$ cat src/rtl/adder_sum_accumulator.sv
`default_nettype none
// ============================================================================
// Module   : adder_sum_accumulator
// Purpose  : Sums BLOCK_LEN valid adder results into one block total and
//            offers that total on a valid/ready output with backpressure.
//            Build option ACC_SATURATE_EN makes the accumulator clamp at its
//            maximum value instead of wrapping.
// Revision : 1.0 - initial release
// ============================================================================
module adder_sum_accumulator #(
    parameter int ADDER_WIDTH = 13,
    parameter int ACC_WIDTH   = 24,
    parameter int BLOCK_LEN   = 16,
    parameter int CNT_WIDTH   = 5
) (
    input  logic                   clk,
    input  logic                   reset,
    input  logic                   start,
    input  logic                   sum_valid,
    input  logic [ADDER_WIDTH:0]   sum,
    output logic [ACC_WIDTH-1:0]   acc_out,
    output logic                   acc_valid,
    input  logic                   acc_ready,
    output logic                   busy,
    output logic                   overflow,
    output logic                   dropped
);

    typedef enum logic [1:0] {
        ST_IDLE  = 2'd0,
        ST_ACCUM = 2'd1,
        ST_HOLD  = 2'd2
    } state_t;

    localparam logic [CNT_WIDTH-1:0] C_LAST    = CNT_WIDTH'(BLOCK_LEN - 1);
    localparam logic [ACC_WIDTH-1:0] C_ACC_MAX = '1;

    state_t                 r_state;
    state_t                 w_next_state;
    logic [ACC_WIDTH-1:0]   r_acc;
    logic [ACC_WIDTH-1:0]   r_acc_out;
    logic [CNT_WIDTH-1:0]   r_count;
    logic                   r_acc_valid;
    logic                   r_busy;
    logic                   r_overflow;
    logic                   r_dropped;

    logic [ACC_WIDTH:0]     w_sum_wide;
    logic [ACC_WIDTH-1:0]   w_acc_next;
    logic                   w_carry;
    logic                   w_accept;
    logic                   w_last;
    logic                   w_handshake;
    logic                   w_clear;

    assign w_accept    = (r_state == ST_ACCUM) && sum_valid;
    assign w_last      = w_accept && (r_count == C_LAST);
    assign w_handshake = (r_state == ST_HOLD) && r_acc_valid && acc_ready;
    assign w_clear     = start && ((r_state == ST_IDLE) || w_handshake);

    // One extra bit of headroom exposes the carry used as the overflow event.
    always_comb begin
        w_sum_wide = {1'b0, r_acc} + {{(ACC_WIDTH - ADDER_WIDTH){1'b0}}, sum};
        w_carry    = w_sum_wide[ACC_WIDTH];
`ifdef ACC_SATURATE_EN
        w_acc_next = w_carry ? C_ACC_MAX : w_sum_wide[ACC_WIDTH-1:0];
`else
        w_acc_next = w_sum_wide[ACC_WIDTH-1:0];
`endif
    end

    always_ff @(posedge clk) begin
        if (reset) begin
            r_state <= ST_IDLE;
        end else begin
            r_state <= w_next_state;
        end
    end

    always_comb begin
        w_next_state = r_state;
        case (r_state)
            ST_IDLE: begin
                if (start) begin
                    w_next_state = ST_ACCUM;
                end
            end
            ST_ACCUM: begin
                if (w_last) begin
                    w_next_state = ST_HOLD;
                end
            end
            ST_HOLD: begin
                if (w_handshake) begin
                    w_next_state = start ? ST_ACCUM : ST_IDLE;
                end
            end
            default: begin
                w_next_state = ST_IDLE;
            end
        endcase
    end

    always_ff @(posedge clk) begin
        if (reset) begin
            r_acc       <= '0;
            r_count     <= '0;
            r_acc_out   <= '0;
            r_acc_valid <= 1'b0;
            r_busy      <= 1'b0;
            r_overflow  <= 1'b0;
            r_dropped   <= 1'b0;
        end else begin
            r_busy <= (w_next_state != ST_IDLE);

            if (w_clear) begin
                r_acc      <= '0;
                r_count    <= '0;
                r_overflow <= 1'b0;
                r_dropped  <= 1'b0;
            end else begin
                if (w_accept) begin
                    r_acc   <= w_acc_next;
                    r_count <= r_count + 1'b1;
                    if (w_carry) begin
                        r_overflow <= 1'b1;
                    end
                end
                if (sum_valid && (r_state != ST_ACCUM)) begin
                    r_dropped <= 1'b1;
                end
            end

            // The block total includes the sample that completes the block.
            if (w_last) begin
                r_acc_out   <= w_acc_next;
                r_acc_valid <= 1'b1;
            end else if (w_handshake) begin
                r_acc_valid <= 1'b0;
            end
        end
    end

    assign acc_out   = r_acc_out;
    assign acc_valid = r_acc_valid;
    assign busy      = r_busy;
    assign overflow  = r_overflow;
    assign dropped   = r_dropped;

endmodule
`default_nettype wire

$ cat config.mk
export PLATFORM = sky130hd
export DESIGN_NAME = adder_sum_accumulator
export DESIGN_NICKNAME = d
export VERILOG_FILES = /design/src/rtl/adder_sum_accumulator.sv
export SDC_FILE = /design/constraint.sdc
export NUM_CORES = 1
export LEC_CHECK = 0
export ABC_AREA = 0
export CORE_ASPECT_RATIO = 0.6
export CORE_MARGIN = 2
export CORE_UTILIZATION = 59
export DETAILED_ROUTE_END_ITERATION = 7
export PLACE_DENSITY = 0.84
export SETUP_SLACK_MARGIN = 0.5
export SLEW_MARGIN = 10
export SYNTH_ARGS = -nofsm -noshare
export SYNTH_HDL_FRONTEND = slang
export SYNTH_SLANG_ARGS = --single-unit
$ cat constraint.sdc
create_clock -name clk -period 4.3 [get_ports clk]
set_clock_uncertainty 0.2 [all_clocks]
set_input_delay 0.86 -clock clk [delete_from_list [all_inputs] [get_ports clk]]
set_output_delay 0.86 -clock clk [all_outputs]
set_load 0.05 [all_outputs]
==> flow_summary.html <==
<table>
<tr><th>Metric</th><th>Value</th></tr>
<tr><th colspan="2">Worst setup path</th></tr>
<tr><td>Kind of cell with the highest combined delay on the critical path</td><td>compound AO/OA/AOI/OAI gates</td></tr>
<tr><td>CP arrival</td><td>around 3.6 ns</td></tr>
<tr><td>Critical path fanouts, max</td><td>10</td></tr>
<tr><td>Worst reg2reg setup slack</td><td>1.32 ns</td></tr>
<tr><td>Startpoint type of the worst setup path</td><td>input pin</td></tr>
<tr><td>CP startpoint</td><td>sum[0]</td></tr>
<tr><td>Slowest stage cell on the critical path</td><td>sky130_fd_sc_hd__or4b_1</td></tr>
<tr><td>Setup crit end kind</td><td>flip-flop</td></tr>
<tr><td>Total buffers and inverters traversed by the critical path</td><td>1</td></tr>
<tr><td>Startpoint of the worst register-to-register path</td><td>r_acc[0]$_SDFFE_PP0N_</td></tr>
<tr><td>Crit path kind</td><td>input pin to flip-flop</td></tr>
<tr><td>Worst endpoint required time</td><td>around 4.3 ns</td></tr>
<tr><td>Critical register-to-register path endpoint</td><td>overflow$_SDFFE_PP0P_</td></tr>
<tr><td>Crit-path cells</td><td>clkdlybuf4s50_1, ha_1, fa_1, a21o_1, a221oi_2, or4b_1, a211oi_1, a41oi_1, nor2_1</td></tr>
<tr><td>Depth of the worst register-to-register path</td><td>8</td></tr>
<tr><td>Critical path's largest stage delay</td><td>~0.50 ns</td></tr>
<tr><th colspan="2">Synth</th></tr>
<tr><td>Proportion of register bits with asynchronous set or reset after synthesis</td><td>0%</td></tr>
<tr><td>Gate Count Post-Synth</td><td>414</td></tr>
<tr><td>Post-Synthesis Net Count</td><td>450</td></tr>
<tr><td>Synth warnings</td><td>0</td></tr>
<tr><td>Flip-flop and latch count after synthesis</td><td>59</td></tr>
<tr><td>Sequential-to-total area share from yosys stat</td><td>between 30% and 40%</td></tr>
<tr><td>Number of synthesized flops with an enable pin</td><td>0</td></tr>
<tr><td>Average size of a mapped cell</td><td>8.10 µm²</td></tr>
<tr><td>Synthesized cell area</td><td>about 3400 µm²</td></tr>
<tr><td>Number of distinct library cells after synthesis</td><td>53</td></tr>
<tr><td>Most used flip-flop cell after synthesis</td><td>sky130_fd_sc_hd__dfxtp_1</td></tr>
<tr><th colspan="2">Timing</th></tr>
<tr><td>RSZ-0062 raised after global routing</td><td>no</td></tr>
<tr><td>Final hold viol count</td><td>0</td></tr>
<tr><td>Slew at the pin closest to its max-slew limit</td><td>roughly 1.0 ns</td></tr>
<tr><td>Period minus WS final</td><td>roughly 3.6 ns</td></tr>
<tr><td>Achievable Freq</td><td>278 MHz</td></tr>
<tr><td>Final critical-path share of the clock period</td><td>between 80 and 90%</td></tr>
<tr><td>Total count of max-transition violations in the final report</td><td>0</td></tr>
<tr><td># setup viols final</td><td>0</td></tr>
<tr><td>Slew Limit Headroom</td><td>30.5%</td></tr>
<tr><td>Final total negative setup slack</td><td>0 ns</td></tr>
<tr><th colspan="2">Clocking</th></tr>
<tr><td>Post-CTS Setup Repair Bufs</td><td>0</td></tr>
<tr><td>Clock tree from TritonCTS</td><td>done</td></tr>
<tr><td>Number of buffers added to fix hold violations after cts</td><td>0</td></tr>
<tr><td>Clk_lat worst skew</td><td>~0.35 ns</td></tr>
<tr><td>Sinks on the clock net</td><td>59</td></tr>
<tr><td>CTS clk-pin slew, worst paths</td><td>0.07 ns</td></tr>
<tr><td>TritonCTS buffer count</td><td>9</td></tr>
<tr><td>H-tree depth</td><td>3</td></tr>
<tr><td>Post-cts gate resize count</td><td>0</td></tr>
<tr><td>Maximum root-to-sink buffer count</td><td>2</td></tr>
<tr><td>Clock root buffer</td><td>sky130_fd_sc_hd__clkbuf_8</td></tr>
<tr><th colspan="2">Route</th></tr>
<tr><td>Number of design rule violations left after detail routing</td><td>0</td></tr>
<tr><td>Wire length after detailed routing</td><td>around 9000 µm</td></tr>
<tr><td>Post-DRT Antenna Nets</td><td>0</td></tr>
<tr><td>DR vias</td><td>around 3,300</td></tr>
<tr><td>Count of TritonRoute iterations in the first routing pass</td><td>5</td></tr>
<tr><td>Number of vias per cell after detailed routing</td><td>approximately 6.3</td></tr>
<tr><td>Starting DRT DRC Count</td><td>about 360</td></tr>
<tr><td>WL/cell</td><td>roughly 17 µm</td></tr>
<tr><th colspan="2">Min path</th></tr>
<tr><td>Number of cells traversed by the worst hold path</td><td>2</td></tr>
<tr><td>Hold Crit Class</td><td>flip-flop to flip-flop</td></tr>
<tr><td>Worst hold endpoint</td><td>acc_out[1]$_SDFFE_PP0P_</td></tr>
<tr><td>Min-delay src</td><td>acc_out[1]$_SDFFE_PP0P_</td></tr>
<tr><th colspan="2">Placed design</th></tr>
<tr><td>Number of placed instances with taps included</td><td>just over 500</td></tr>
<tr><td>Placed Area</td><td>~3800 µm²</td></tr>
<tr><td>Sum of net half-perimeters after detailed placement</td><td>between 6000 and 7000 µm</td></tr>
<tr><td>Port bufs</td><td>46</td></tr>
<tr><td>Global placer's final weighted congestion</td><td>between 0.9 and 1</td></tr>
<tr><th colspan="2">Global routing</th></tr>
<tr><td>Maximum number of pins on one net before global-route repair</td><td>33</td></tr>
<tr><td>Initial antenna violation count</td><td>0</td></tr>
<tr><td>Aggregate global-route resource usage</td><td>about 29%</td></tr>
<tr><td>First-pass GRT wire length</td><td>roughly 14,000 µm</td></tr>
<tr><td>Via count of the first global-routing pass</td><td>roughly 3,000</td></tr>
<tr><td>Congestion Overflow GR</td><td>0</td></tr>
<tr><th colspan="2">Run</th></tr>
<tr><td>Count of maximum capacitance violations</td><td>0</td></tr>
<tr><th colspan="2">Cells and area</th></tr>
<tr><td>Layout cells sized above 1</td><td>around 8%</td></tr>
<tr><td># diodes</td><td>0</td></tr>
<tr><td>Area growth from synthesis to final layout</td><td>20.6%</td></tr>
<tr><td>Count of nets after finishing</td><td>around 490</td></tr>
<tr><td>Non-Filler Cell Area, Final</td><td>4040 µm²</td></tr>
<tr><td>Core occupancy in the finished layout</td><td>approximately 73%</td></tr>
<tr><td>Non-filler cells in the finished layout</td><td>between 500 and 600</td></tr>
<tr><td>Total of fill cells in the finished design</td><td>between 400 and 500</td></tr>
<tr><th colspan="2">Pwr</th></tr>
<tr><td>Final Total Pwr</td><td>~1300 µW</td></tr>
<tr><td>Ratio of total power to cell area</td><td>313 nW/µm²</td></tr>
<tr><td>Worst ir drop on vdd</td><td>between 200 and 300 µV</td></tr>
<tr><td>Leakage power</td><td>between 0.001 and 0.0015 µW</td></tr>
<tr><th colspan="2">Floorplanning</th></tr>
<tr><td>Die Footprint</td><td>about 6300 µm²</td></tr>
<tr><td>Boundary pin count</td><td>47</td></tr>
<tr><td>Vertical extent of the die</td><td>a little over 60 µm</td></tr>
<tr><td>Core Area</td><td>around 5500 µm²</td></tr>
<tr><td>Die extent in x</td><td>approximately 100 µm</td></tr>
<tr><td>Effective utilization at floorplan</td><td>60.8%</td></tr>
<tr><td>Placement row count</td><td>21</td></tr>
<tr><th colspan="2">Run status</th></tr>
<tr><td>Run status</td><td>completed</td></tr>
</table>
==> final cells by class <==
cell class / count / area [µm²] / area share, %
Multi-Input combinational cell: 319 / 2010 / 49.8
Tap cell: 69 / 86.3 / 2.13
Sequential cell: 59 / 1180 / 29.2
Timing Repair Buffer: 53 / 513 / 12.7
Clock inverter: 7 / 98.8 / 2.44
Inverter: 7 / 26.3 / 0.650
Clock buffer: 9 / 124 / 3.06
==> routing by layer <==
metal | global-route usage [%] | share of wire, % | vias to the layer above | wire, µm
met5 | 7.69 | 0.60 | - | 53
met4 | 8.78 | 1.8 | 2 | 159
met2 | 40.3 | 41 | 185 | 3610
met1 | 42.8 | 46 | 1510 | 4050
met3 | 8.95 | 12 | 21 | 1030
li1 | - | - | 1579 | -
==> synth_stat cells, drive strengths merged, types with 11 or more instances <==
master,instances,area (µm²)
a21oi,39,195
dfxtp,59,1180
nand2,51,191
nand3,31,155
o21ai,22,110
a211oi,12,90.1
and3,11,68.8
nor2,26,97.6
xnor2,16,140
ha,16,200
clkbuf,18,67.6
buf,11,63.8
==> worst max path at each step <==
stage                     depth (start not counted)  slack (ns)                        to
after CTS                                         9        0.74     overflow$_SDFFE_PP0P_
after floorplan                                   7        1.18  acc_out[21]$_SDFFE_PP0P_
after detailed placement                          9        0.39     overflow$_SDFFE_PP0P_
final                                             9        0.70     overflow$_SDFFE_PP0P_
after global routing                              9        0.60     overflow$_SDFFE_PP0P_
after global placement                            9        0.52     overflow$_SDFFE_PP0P_
==> logic make-up (layout without fill, tap and decap cells) <==
kind of cell	count (synthesis)	count (layout)	synth area share [%]
and+or+nand+nor	164	164	23.8
AOI/OAI and AO/OA	114	114	23.2
DFF	59	59	35.2
buffers and inverters	36	76	4.70
xor gates and xnor gates	18	18	4.70
adders and majority gates	17	17	6.57
muxes	6	6	1.79
==> worst reg2reg max path, delay by kind of cell (launching register included) <==
| kind | cells | cell delay (ns) |
|---|---|---|
| AOI/OAI and AO/OA | 4 | 1.13 |
| and+or+nand+nor | 2 | 0.56 |
| adders and majority gates | 2 | 0.64 |
| DFF | 1 | 0.32 |
==> report_power, final <==
part	internal, µW	switching [µW]
registers	553	3.99
clock network	330	241
logic	52.0	86.7
==> through the flow <==
stage               setup WS, ns  hold slack, ns
CTS                        0.745           0.262
global route               0.605           0.281
floorplan                   1.18           0.238
finish                     0.698           0.260
detailed placement         0.387           0.246
global placement           0.520           0.242
==> state kept, by name (all words and copies together) (netlist names) <==
register	cells
acc_valid	1
dropped	1
acc_out	24
busy	1
r_state	2
r_count	5
overflow	1
r_acc	24
==> placed cells by master, fill, tap and decap left out, drive strengths merged, types with 3 or more instances in the layout <==
cell type      count
nand2             51
nand3             31
nor2b              5
o31ai              3
a211oi            12
xnor2             16
nor3               9
inv                8
a21oi             39
a21o               5
dfxtp             59
nor2              26
clkinv             3
o21ai             22
mux2i              6
and3              11
or4                3
ha                16
nand4              8
or3                9
clkdlybuf4s50     46
a31oi              6
o21a               5
buf                7
clkbuf             9
a221oi             3
Power figures use the tool's default switching activity.
